File: src/rtl/wb_port_arbiter.sv
// wb_port_arbiter: two-source register-file write-back port arbiter.
// Load path normally wins a conflict; an ALU request that has been stalled
// for STARVE_LIMIT consecutive cycles is force-granted on the next cycle.
// Optional feature macro: WB_BYPASS_EN adds fwd_valid/fwd_reg/fwd_data,
// which combinationally mirror the transfer granted in the current cycle.
module wb_port_arbiter #(
  parameter int DATA_W       = 32,
  parameter int STARVE_LIMIT = 4
) (
  input  logic              clk,
  input  logic              reset,
  input  logic              alu_valid,
  input  logic [4:0]        alu_reg,
  input  logic [DATA_W-1:0] alu_data,
  output logic              alu_ready,
  input  logic              ld_valid,
  input  logic [4:0]        ld_reg,
  input  logic [DATA_W-1:0] ld_data,
  output logic              ld_ready,
  output logic              write_enable,
  output logic [4:0]        write_reg,
  output logic [DATA_W-1:0] write_data,
  output logic              grant_src,
  output logic              write_back_done
`ifdef WB_BYPASS_EN
  ,
  output logic              fwd_valid,
  output logic [4:0]        fwd_reg,
  output logic [DATA_W-1:0] fwd_data
`endif
);

  localparam logic [3:0] LIMIT = 4'(STARVE_LIMIT);

  typedef enum logic [0:0] {
    ST_NORMAL    = 1'b0,
    ST_FORCE_ALU = 1'b1
  } state_t;

  state_t              state_q, state_d;
  logic [3:0]          starve_q, starve_d;
  logic                write_enable_q, write_enable_d;
  logic [4:0]          write_reg_q, write_reg_d;
  logic [DATA_W-1:0]   write_data_q, write_data_d;
  logic                grant_src_q, grant_src_d;
  logic                done_q, done_d;

  logic                alu_win_s;
  logic                ld_win_s;
  logic                xfer_s;
  logic [4:0]          sel_reg_s;
  logic [DATA_W-1:0]   sel_data_s;

  // Pick the winning requester for this cycle from the current mode.
  always_comb begin
    alu_win_s = 1'b0;
    ld_win_s  = 1'b0;
    if (reset) begin
      alu_win_s = 1'b0;
      ld_win_s  = 1'b0;
    end else begin
      case (state_q)
        ST_FORCE_ALU: begin
          alu_win_s = alu_valid;
          ld_win_s  = ld_valid & ~alu_valid;
        end
        ST_NORMAL: begin
          ld_win_s  = ld_valid;
          alu_win_s = alu_valid & ~ld_valid;
        end
        default: begin
          ld_win_s  = ld_valid;
          alu_win_s = alu_valid & ~ld_valid;
        end
      endcase
    end
  end

  assign alu_ready = alu_win_s;
  assign ld_ready  = ld_win_s;
  assign xfer_s    = alu_win_s | ld_win_s;

  // Mux the granted request's destination and payload.
  always_comb begin
    sel_reg_s  = 5'd0;
    sel_data_s = '0;
    if (ld_win_s) begin
      sel_reg_s  = ld_reg;
      sel_data_s = ld_data;
    end else if (alu_win_s) begin
      sel_reg_s  = alu_reg;
      sel_data_s = alu_data;
    end else begin
      sel_reg_s  = 5'd0;
      sel_data_s = '0;
    end
  end

  // Next-state: starvation counter, mode, and the registered write port.
  always_comb begin
    starve_d       = 4'd0;
    state_d        = state_q;
    write_enable_d = 1'b0;
    write_reg_d    = 5'd0;
    write_data_d   = '0;
    grant_src_d    = grant_src_q;
    done_d         = 1'b0;

    // Count consecutive stalled ALU cycles, saturating at the limit.
    if (alu_valid && !alu_win_s) begin
      if (starve_q >= LIMIT) begin
        starve_d = LIMIT;
      end else begin
        starve_d = starve_q + 4'd1;
      end
    end else begin
      starve_d = 4'd0;
    end

    case (state_q)
      ST_NORMAL: begin
        if (starve_d >= LIMIT) begin
          state_d = ST_FORCE_ALU;
        end else begin
          state_d = ST_NORMAL;
        end
      end
      ST_FORCE_ALU: begin
        if (!alu_valid || alu_win_s) begin
          state_d = ST_NORMAL;
        end else begin
          state_d = ST_FORCE_ALU;
        end
      end
      default: begin
        state_d = ST_NORMAL;
      end
    endcase

    // Writes to x0 are acknowledged but never strobe the register file.
    if (xfer_s) begin
      done_d      = 1'b1;
      grant_src_d = ld_win_s;
      if (sel_reg_s != 5'd0) begin
        write_enable_d = 1'b1;
        write_reg_d    = sel_reg_s;
        write_data_d   = sel_data_s;
      end else begin
        write_enable_d = 1'b0;
        write_reg_d    = 5'd0;
        write_data_d   = '0;
      end
    end else begin
      done_d      = 1'b0;
      grant_src_d = grant_src_q;
    end
  end

  // Arbiter state and registered write-back outputs.
  always_ff @(posedge clk) begin
    if (reset) begin
      state_q        <= ST_NORMAL;
      starve_q       <= 4'd0;
      write_enable_q <= 1'b0;
      write_reg_q    <= 5'd0;
      write_data_q   <= '0;
      grant_src_q    <= 1'b0;
      done_q         <= 1'b0;
    end else begin
      state_q        <= state_d;
      starve_q       <= starve_d;
      write_enable_q <= write_enable_d;
      write_reg_q    <= write_reg_d;
      write_data_q   <= write_data_d;
      grant_src_q    <= grant_src_d;
      done_q         <= done_d;
    end
  end

  assign write_enable    = write_enable_q;
  assign write_reg       = write_reg_q;
  assign write_data      = write_data_q;
  assign grant_src       = grant_src_q;
  assign write_back_done = done_q;

`ifdef WB_BYPASS_EN
  assign fwd_valid = xfer_s & (sel_reg_s != 5'd0);
  assign fwd_reg   = fwd_valid ? sel_reg_s : 5'd0;
  assign fwd_data  = fwd_valid ? sel_data_s : '0;
`endif

endmodule

File: config.mk
export PLATFORM = sky130hd
export DESIGN_NAME = wb_port_arbiter
export DESIGN_NICKNAME = d
export VERILOG_FILES = /design/src/rtl/wb_port_arbiter.sv
export SDC_FILE = /design/constraint.sdc
export NUM_CORES = 1
export LEC_CHECK = 0
export ABC_AREA = 1
export CORE_ASPECT_RATIO = 0.9
export CORE_MARGIN = 1
export CORE_UTILIZATION = 37
export CTS_BUF_LIST = sky130_fd_sc_hd__clkbuf_8
export CTS_CLUSTER_DIAMETER = 30
export CTS_CLUSTER_SIZE = 28
export DETAILED_ROUTE_END_ITERATION = 6
export PLACE_DENSITY = 0.89
export SLEW_MARGIN = 20
export SYNTH_ARGS = -nofsm -noshare
export SYNTH_HDL_FRONTEND = slang
export SYNTH_SLANG_ARGS = --single-unit
File: constraint.sdc
create_clock -name clk -period 1.4 [get_ports clk]
set_input_delay 0.14 -clock clk [delete_from_list [all_inputs] [get_ports clk]]
set_output_delay 0.14 -clock clk [all_outputs]
set_load 0.01 [all_outputs]
==> Flow_metrics.wiki, run 1 <==
{| class="wikitable"
! Metric !! Value
|-
| Netlist Area Pre-Place || 0.001817 sq mm
|-
| Number of global-route vias before repair || 1690
|-
| Grt ovf || 0
|-
| Total vias in the final route || 1843
|-
| Clock Tree Buf Depth || 2
|-
| WL per Instance || 10.40 microns
|-
| Switching Power || 0.6693 mW
|-
| Power per standard cell area || 879.7 mW/mm^2
|-
| Remaining number of nets flagged by the antenna check after routing || 0
|-
| Final standard cell count with taps included and fillers excluded || 444
|-
| Initial cell density of the core || between 30% and 40%
|-
| Setup repair after global routing missed its margin || false
|-
| Mean area per synthesized cell || 7.097 sq um
|-
| Syn nets || 335
|-
| Total Neg Setup Slack || 0 ns
|-
| Std-Cell Rows || 23
|-
| CTS tree || built
|-
| Sequential share of power || roughly half
|-
| Fraction of final layout cells sized beyond drive strength 1 || 9.948%
|-
| Post-layout min period || 1.293 ns
|-
| Clock transition at path regs || 0.07 ns
|-
| Total of max-cap violations || 0
|-
| Fraction of the core area covered by cells at the end of the flow || 70.55%
|-
| Clk pwr share || between 20% and 30%
|-
| Routability congestion estimate from global placement || ~0.79
|-
| Setup clock skew after layout || 0.002292 ns
|-
| Status || finished clean
|-
| Final antenna diode count || 0
|-
| Data required time of the worst path || 1.26 ns
|-
| Post-CTS Repair Setup Buffers || 0
|-
| Overall fraction of global-route tracks in use || 17.85%
|-
| Die boundary height || 68.48 microns
|-
| Nets@finish || 461
|-
| Die X || 75.86 microns
|-
| Hold depth || 2
|-
| Count of state elements after synthesis || 45
|-
| Max FO, Critical Path || 5
|-
| Highest achievable clock rate || 0.7735 GHz
|-
| Area overhead of the layout relative to synthesis || 77.69%
|-
| # port buffers || between 100 and 150
|-
| Slew Limit Fails || 0
|-
| CTS sink count || 45
|-
| 1st-iter DRT viols || 87
|-
| Post-detailed-route via-to-cell ratio || around 4.2
|-
| Cell at the root of the clock tree || sky130_fd_sc_hd__clkbuf_8
|-
| Initial antenna violation count || 0
|-
| Post-layout instance area || 0.003228 sq mm
|-
| Switching Fraction || 23.57%
|-
| Largest net degree at the start of global routing || 33
|-
| Clock latency on the worst-skew pair || 0.28 ns
|-
| Total count of hold-check failures in the final report || 0
|-
| Fill cell total of the finished layout || 364
|-
| Number of design rule violations left after detail routing || 0
|-
| # setup viols final || 0
|-
| Global-route wire length before repair || just under 7000 microns
|-
| Setup crit start kind || flop
|-
| Area of the die || between 0.005 and 0.006 sq mm
|-
| Yosys warning count || 0
|-
| Worst Reg2Reg Path Length in Cells || 9
|-
| Internal power component || 2.170 mW
|-
| # H-tree levels || 2
|-
| Synth Instances || 256
|-
| Total length of routed wires || 4618 microns
|-
| Clock buffers created by TritonCTS || 5
|-
| Seq/Total Area, Yosys || between 40% and 50%
|-
| Area post-placement || 0.003107 sq mm
|-
| Post-DP HPWL || 3658 microns
|-
| Leakage power figure || 1.671 nW
|-
| Hold/Removal Path Class || in2reg
|-
| Distinct cells, synth || 21
|-
| Tcrit/Tclk final || 92.35%
|-
| Kind of capture point of the worst setup path || output port
|-
| Number of flip-flops under the largest register name || 32
|-
| Combinational power share || 24.7%
|-
| Peak supply drop || 0.0006170 V
|-
| Detailed Routing Iterations Pass 1 || 4
|-
| Core footprint || 0.004576 sq mm
|-
| Startpoint-to-endpoint class of the critical path || reg2out
|-
| Placed Instances || 437
|-
| Power, Total || roughly 2.8 mW
|-
| Boundary Pins || between 100 and 150
|-
| WP data arrival || 1.15 ns
|}
power groups by stage:
stage,registers (mW),logic (mW),clock network (mW)
6_report,1.38,0.702,0.755
3_5_place_dp,1.41,0.700,0
3_3_place_gp,1.41,0.689,0
4_1_cts,1.38,0.700,0.786
5_1_grt,1.39,0.772,0.849
2_1_floorplan,1.46,0.218,0
layout make-up:
type | instances | area (sq um) | share of cell area (%)
clock inverter | 1 | 3.754 | 0.1163
timing repair buffer | 128 | 1294 | 40.08
clock buffer | 6 | 82.58 | 2.558
sequential | 45 | 900.9 | 27.91
inverter | 41 | 153.9 | 4.767
tap | 62 | 77.57 | 2.403
multi-input combinational | 161 | 715.7 | 22.17
synthesized netlist by cell type:
master | n | area share [%]
sky130_fd_sc_hd__nand2_2 | 6 | 2.1
sky130_fd_sc_hd__nand2_1 | 131 | 27
sky130_fd_sc_hd__a21oi_1 | 1 | 0.28
sky130_fd_sc_hd__buf_6 | 3 | 1.9
sky130_fd_sc_hd__inv_1 | 36 | 7.4
sky130_fd_sc_hd__o21ai_0 | 1 | 0.28
sky130_fd_sc_hd__o21ai_2 | 1 | 0.48
sky130_fd_sc_hd__nor4_1 | 2 | 0.69
sky130_fd_sc_hd__nor2_2 | 3 | 1.0
sky130_fd_sc_hd__nor3_1 | 1 | 0.28
sky130_fd_sc_hd__inv_2 | 5 | 1.0
sky130_fd_sc_hd__dfxtp_1 | 45 | 50
sky130_fd_sc_hd__buf_2 | 3 | 0.83
sky130_fd_sc_hd__nand3_2 | 2 | 1.1
sky130_fd_sc_hd__nand4_1 | 4 | 1.4
sky130_fd_sc_hd__nand3_4 | 1 | 0.96
sky130_fd_sc_hd__nor2_1 | 2 | 0.41
sky130_fd_sc_hd__conb_1 | 1 | 0.21
sky130_fd_sc_hd__buf_4 | 3 | 1.2
sky130_fd_sc_hd__nand3_1 | 4 | 1.1
sky130_fd_sc_hd__ha_1 | 1 | 0.69
logic make-up (layout without fill, tap and decap cells):
family,after synthesis,in the layout,synth area share [%]
AOI/OAI and AO/OA,3,3,1.033
adders and majority gates,1,1,0.6886
buffers and inverters,50,176,12.40
DFF,45,45,49.59
other,1,1,0.2064
and+or+nand+nor,156,156,36.09
critical path: stages (launching register included):
cell and delay, ns:
sky130_fd_sc_hd__dfxtp_1 0.32, sky130_fd_sc_hd__nand2_2 0.11, sky130_fd_sc_hd__nand3_2 0.08, sky130_fd_sc_hd__inv_1 0.11
sky130_fd_sc_hd__clkdlybuf4s15_1 0.25
placed cells by master (no fill, tap or decap), types with 2 or more instances in the layout:
cell / instances
sky130_fd_sc_hd__nor4_1: 2
sky130_fd_sc_hd__nand3_2: 3
sky130_fd_sc_hd__inv_1: 35
sky130_fd_sc_hd__buf_12: 2
sky130_fd_sc_hd__nand4_1: 4
sky130_fd_sc_hd__dlymetal6s2s_1: 2
sky130_fd_sc_hd__nand2_2: 6
sky130_fd_sc_hd__buf_4: 5
sky130_fd_sc_hd__dfxtp_1: 45
sky130_fd_sc_hd__clkbuf_8: 6
sky130_fd_sc_hd__nor2_1: 2
sky130_fd_sc_hd__nor2_2: 2
sky130_fd_sc_hd__inv_2: 7
sky130_fd_sc_hd__nand2_1: 130
sky130_fd_sc_hd__nand3_1: 3
sky130_fd_sc_hd__clkdlybuf4s50_1: 114
path summary, 6_finish.rpt:
| path | to | startpoint | slack (ns) |
|---|---|---|---|
| hold / removal | grant_src$_SDFFE_PP0N_ | reset | 0.17 |
| setup reg to reg | write_data[1]$_SDFF_PP0_ | state_q$_SDFF_PP0_ | 0.11 |
| hold reg to reg | starve_q[0]$_SDFF_PP0_ | starve_q[0]$_SDFF_PP0_ | 0.44 |
| setup / recovery | ld_ready | state_q$_SDFF_PP0_ | 0.11 |
metrics by stage:
step | setup slack (ns) | hold WS (ns)
after global routing | 0.002634 | 0.1690
after floorplan | 0.2363 | 0.2091
after detailed placement | -0.3077 | 0.4338
final | 0.1072 | 0.1700
after global placement | -0.2760 | 0.4176
after CTS | 0.0002921 | 0.3896
what timing repair did:
item / 4_1_cts / 5_1_grt
resized for setup: 5 / 13
endpoints found under the setup margin: 2 / 34
hold buffers: 0 / 0
pin swaps: 1 / 1
cloned: 0 / 0
layer usage:
metal  GRT usage [%]  up-vias  part of all wire, %  routed length, microns
li1                -      991                    -                       -
met1           17.30      765                   38                    1751
met2           33.30       83                   50                    2312
met3           9.131        4                   11                     530
met4           4.398        0                 0.52                      24
met5               0        -                    0                       0
(Power assumes the default switching activity.)
==> run 2, diff against run 1 <==
--- a/config.mk
+++ b/config.mk
@@ -14,6 +14,7 @@
 export CTS_CLUSTER_SIZE = 28
 export DETAILED_ROUTE_END_ITERATION = 6
 export PLACE_DENSITY = 0.89
+export RECOVER_POWER = 25
 export SLEW_MARGIN = 20
 export SYNTH_ARGS = -nofsm -noshare
 export SYNTH_HDL_FRONTEND = slang
==> results of run 2 <==
No change in the layout: final DEF, timing and power equal those of run 1.
==> run 3, diff against run 2 <==
--- a/config.mk
+++ b/config.mk
@@ -6,7 +6,7 @@
 export NUM_CORES = 1
 export LEC_CHECK = 0
 export ABC_AREA = 1
-export CORE_ASPECT_RATIO = 0.9
+export CORE_ASPECT_RATIO = 0.6
 export CORE_MARGIN = 1
 export CORE_UTILIZATION = 37
 export CTS_BUF_LIST = sky130_fd_sc_hd__clkbuf_8
==> run 3 against run 2 <==
Compared with the run above:
- power up 13%
- die area up 0.17%
- non-clock buffer count up 2
- wire length up 4.1%
- clock-buffer cell count down 1
- clock skew about the same
- largest cell class unchanged
- combinational power up 2%
==> Flow_metrics.wiki, run 3 (synthesis results as in run 1) <==
{| class="wikitable"
! Metric !! Value
|-
| Global-route wire length before repair || 7838 microns (+14%)
|-
| Clock latency on the worst-skew pair || 0.28 ns (about the same)
|-
| # H-tree levels || 2 (unchanged)
|-
| Overall fraction of global-route tracks in use || 19.44% (+1.6 points)
|-
| Cell with the largest stage delay on the worst path || sky130_fd_sc_hd__dlygate4sd3_1
|-
| WL per Instance || 10.73 microns (+3.2%)
|-
| Total count of hold-check failures in the final report || 0 (unchanged)
|-
| Worst reg2reg startpoint || state_q$_SDFF_PP0_
|-
| Most common cell after layout, fill and taps aside || sky130_fd_sc_hd__nand2_1
|-
| Area of the die || 0.005203 sq mm (+0.17%)
|-
| Power, Total || 3.219 mW (+13%)
|-
| Tcrit/Tclk final || 95.06% (+2.7 points)
|-
| Post-layout instance area || 0.003312 sq mm (+2.6%)
|-
| Boundary Pins || 120 (unchanged)
|-
| # port buffers || 119 (unchanged)
|-
| Ordered cell list for the critical path || dlygate4sd3_1
|-
| Clock transition at path regs || 0.08 ns (about the same)
|-
| Setup repair after global routing missed its margin || false
|-
| Max FO, Critical Path || 1 (-4)
|-
| Hold depth || 2 (unchanged)
|-
| Data required time of the worst path || 1.26 ns (about the same)
|-
| Die boundary height || 56.28 microns (-18%)
|-
| Number of global-route vias before repair || 1780 (+5.3%)
|-
| Gate family responsible for the most delay along the worst path || buffers and inverters
|-
| Peak supply drop || 0.0004662 V (-24%)
|-
| Fill cell total of the finished layout || 365 (+0.27%)
|-
| Highest-count cells in the layout ignoring fill and taps || sky130_fd_sc_hd__nand2_1, sky130_fd_sc_hd__clkdlybuf4s50_1, sky130_fd_sc_hd__dfxtp_1, sky130_fd_sc_hd__inv_1, sky130_fd_sc_hd__dlygate4sd3_1
|-
| CTS sink count || 45 (unchanged)
|-
| Number of hold-repair buffers added at the cts stage || 0 (unchanged)
|-
| Kind of capture point of the worst setup path || output port
|-
| Total vias in the final route || 1881 (+2.1%)
|-
| Clock Tree Buf Depth || 2 (unchanged)
|-
| # setup viols final || 0 (unchanged)
|-
| Fraction of the core area covered by cells at the end of the flow || 71.44% (+0.89 points)
|-
| Slew Limit Fails || 0 (unchanged)
|-
| Setup crit start kind || flop
|-
| Sequential share of power || 42.9% (-5.8 points)
|-
| Final standard cell count with taps included and fillers excluded || 448 (+0.90%)
|-
| Startpoint of the most critical hold path || reset
|-
| Capture point of the worst reg-to-reg path || write_data[1]$_SDFF_PP0_
|-
| CTS tree || built
|-
| WP data arrival || 1.19 ns (+0.04 ns)
|-
| Combinational power share || 22.2% (-2.5 points)
|-
| Area post-placement || 0.003148 sq mm (+1.3%)
|-
| 1st-iter DRT viols || 48 (-45%)
|-
| Largest net degree at the start of global routing || 33 (unchanged)
|-
| Initial antenna violation count || 0 (unchanged)
|-
| Internal power component || 2.500 mW (+15%)
|-
| Post-detailed-route via-to-cell ratio || 4.199 (+1.2%)
|-
| Post-layout min period || 1.331 ns (+0.03804 ns)
|-
| Post-CTS Repair Setup Buffers || 0 (unchanged)
|-
| Final antenna diode count || 0 (unchanged)
|-
| Total length of routed wires || 4809 microns (+4.1%)
|-
| Clock buffers created by TritonCTS || 5 (unchanged)
|-
| Detailed Routing Iterations Pass 1 || 4 (unchanged)
|-
| Die X || 92.46 microns (+22%)
|-
| Placed Instances || 440 (+0.69%)
|-
| Routability congestion estimate from global placement || 0.8934 (+13%)
|-
| Reg2reg setup slack || 0.13 ns (+0.02 ns)
|-
| Remaining number of nets flagged by the antenna check after routing || 0 (unchanged)
|-
| Initial cell density of the core || 39.19% (-0.51 points)
|-
| Max incr delay on CP || 0.59 ns (+0.27 ns)
|-
| Switching Fraction || 22.34% (-1.2 points)
|-
| Clk pwr share || 34.9% (+8.3 points)
|-
| Switching Power || 0.7191 mW (+7.4%)
|-
| Fraction of final layout cells sized beyond drive strength 1 || 11.69% (+1.7 points)
|-
| Leakage power figure || 1.732 nW (+3.7%)
|-
| Std-Cell Rows || 19 (-17%)
|-
| Worst Reg2Reg Path Length in Cells || 9 (unchanged)
|-
| Startpoint-to-endpoint class of the critical path || reg2out
|-
| Cell at the root of the clock tree || sky130_fd_sc_hd__clkbuf_8
|-
| Core footprint || 0.004636 sq mm (+1.3%)
|-
| Nets@finish || 463 (+0.43%)
|-
| Status || finished clean
|-
| Power per standard cell area || 972.1 mW/mm^2 (+10%)
|-
| Hold/Removal Path Class || in2reg
|-
| Crit path buffers/inverters || 1 (-1)
|-
| Highest achievable clock rate || 0.7514 GHz (-2.9%)
|-
| Number of flip-flops under the largest register name || 32 (unchanged)
|-
| Area overhead of the layout relative to synthesis || 82.30%
|-
| Number of design rule violations left after detail routing || 0 (unchanged)
|-
| Hold endpoint || grant_src$_SDFFE_PP0N_
|-
| Total of max-cap violations || 0 (unchanged)
|-
| Post-DP HPWL || 3732 microns (+2.0%)
|-
| Grt ovf || 0 (unchanged)
|-
| Setup clock skew after layout || 0.002454 ns (+0.0001624 ns)
|}
run 3: cell type report:
type	instances	area, sq um	share of cell area (%)
Timing Repair Buffer	130	1330	40.16
Clock buffer	5	68.82	2.078
Multi-Input combinational cell	161	713.2	21.53
Inverter	41	153.9	4.647
Clock inverter	3	65.06	1.964
Sequential cell	45	902.1	27.24
Tap cell	63	78.83	2.380
run 3: worst register-to-register path: cells and delay by family, from the launching register on:
kind	cells	cell delay (ns)
and+or+nand+nor	6	0.58
DFF	1	0.33
buffers and inverters	3	0.27
run 3: how the worst max path moves through the flow:
stage	to	slack, ns	depth (start not counted)	startpoint
3_3_place_gp	ld_ready	-0.27	5	reset
6_report	write_data[3]	0.07	1	write_data[3]$_SDFF_PP0_
4_1_cts	ld_ready	0.01	4	state_q$_SDFF_PP0_
3_5_place_dp	ld_ready	-0.29	5	reset
2_1_floorplan	write_data[10]$_SDFF_PP0_	0.24	8	state_q$_SDFF_PP0_
5_1_grt	ld_ready	0.004	4	state_q$_SDFF_PP0_
run 3: what timing repair did:
action                                  4_1_cts  5_1_grt
pin swaps                                     1        2
endpoints found under the setup margin        2       34
resized for setup                             5       16
run 3: power groups by stage:
| stage | Clock [mW] | Sequential, mW | Combinational [mW] |
|---|---|---|---|
| finish | 1.12 | 1.38 | 0.714 |
| global route | 1.21 | 1.39 | 0.780 |
| CTS | 1.15 | 1.38 | 0.716 |
| detailed placement | 0 | 1.41 | 0.714 |
| global placement | 0 | 1.41 | 0.707 |
| floorplan | 0 | 1.46 | 0.218 |
run 3: metal layers:
| layer | global-route usage, % | share of wire [%] | vias to the layer above |
|---|---|---|---|
| li1 | - | - | 999 |
| met3 | 9.621 | 13 | 4 |
| met5 | 0 | 0 | - |
| met2 | 32.91 | 45 | 91 |
| met4 | 4.688 | 0.87 | 0 |
| met1 | 21.98 | 41 | 787 |
run 3: through the flow:
stage	worst slack, ns	TNS (ns)	hold slack [ns]
floorplan	0.2363	0	0.2091
global placement	-0.2656	-7.569	0.4164
detailed placement	-0.2888	-8.685	0.4279
CTS	0.009841	0	0.3448
global route	0.003594	0	0.1618
finish	0.06912	0	0.1472
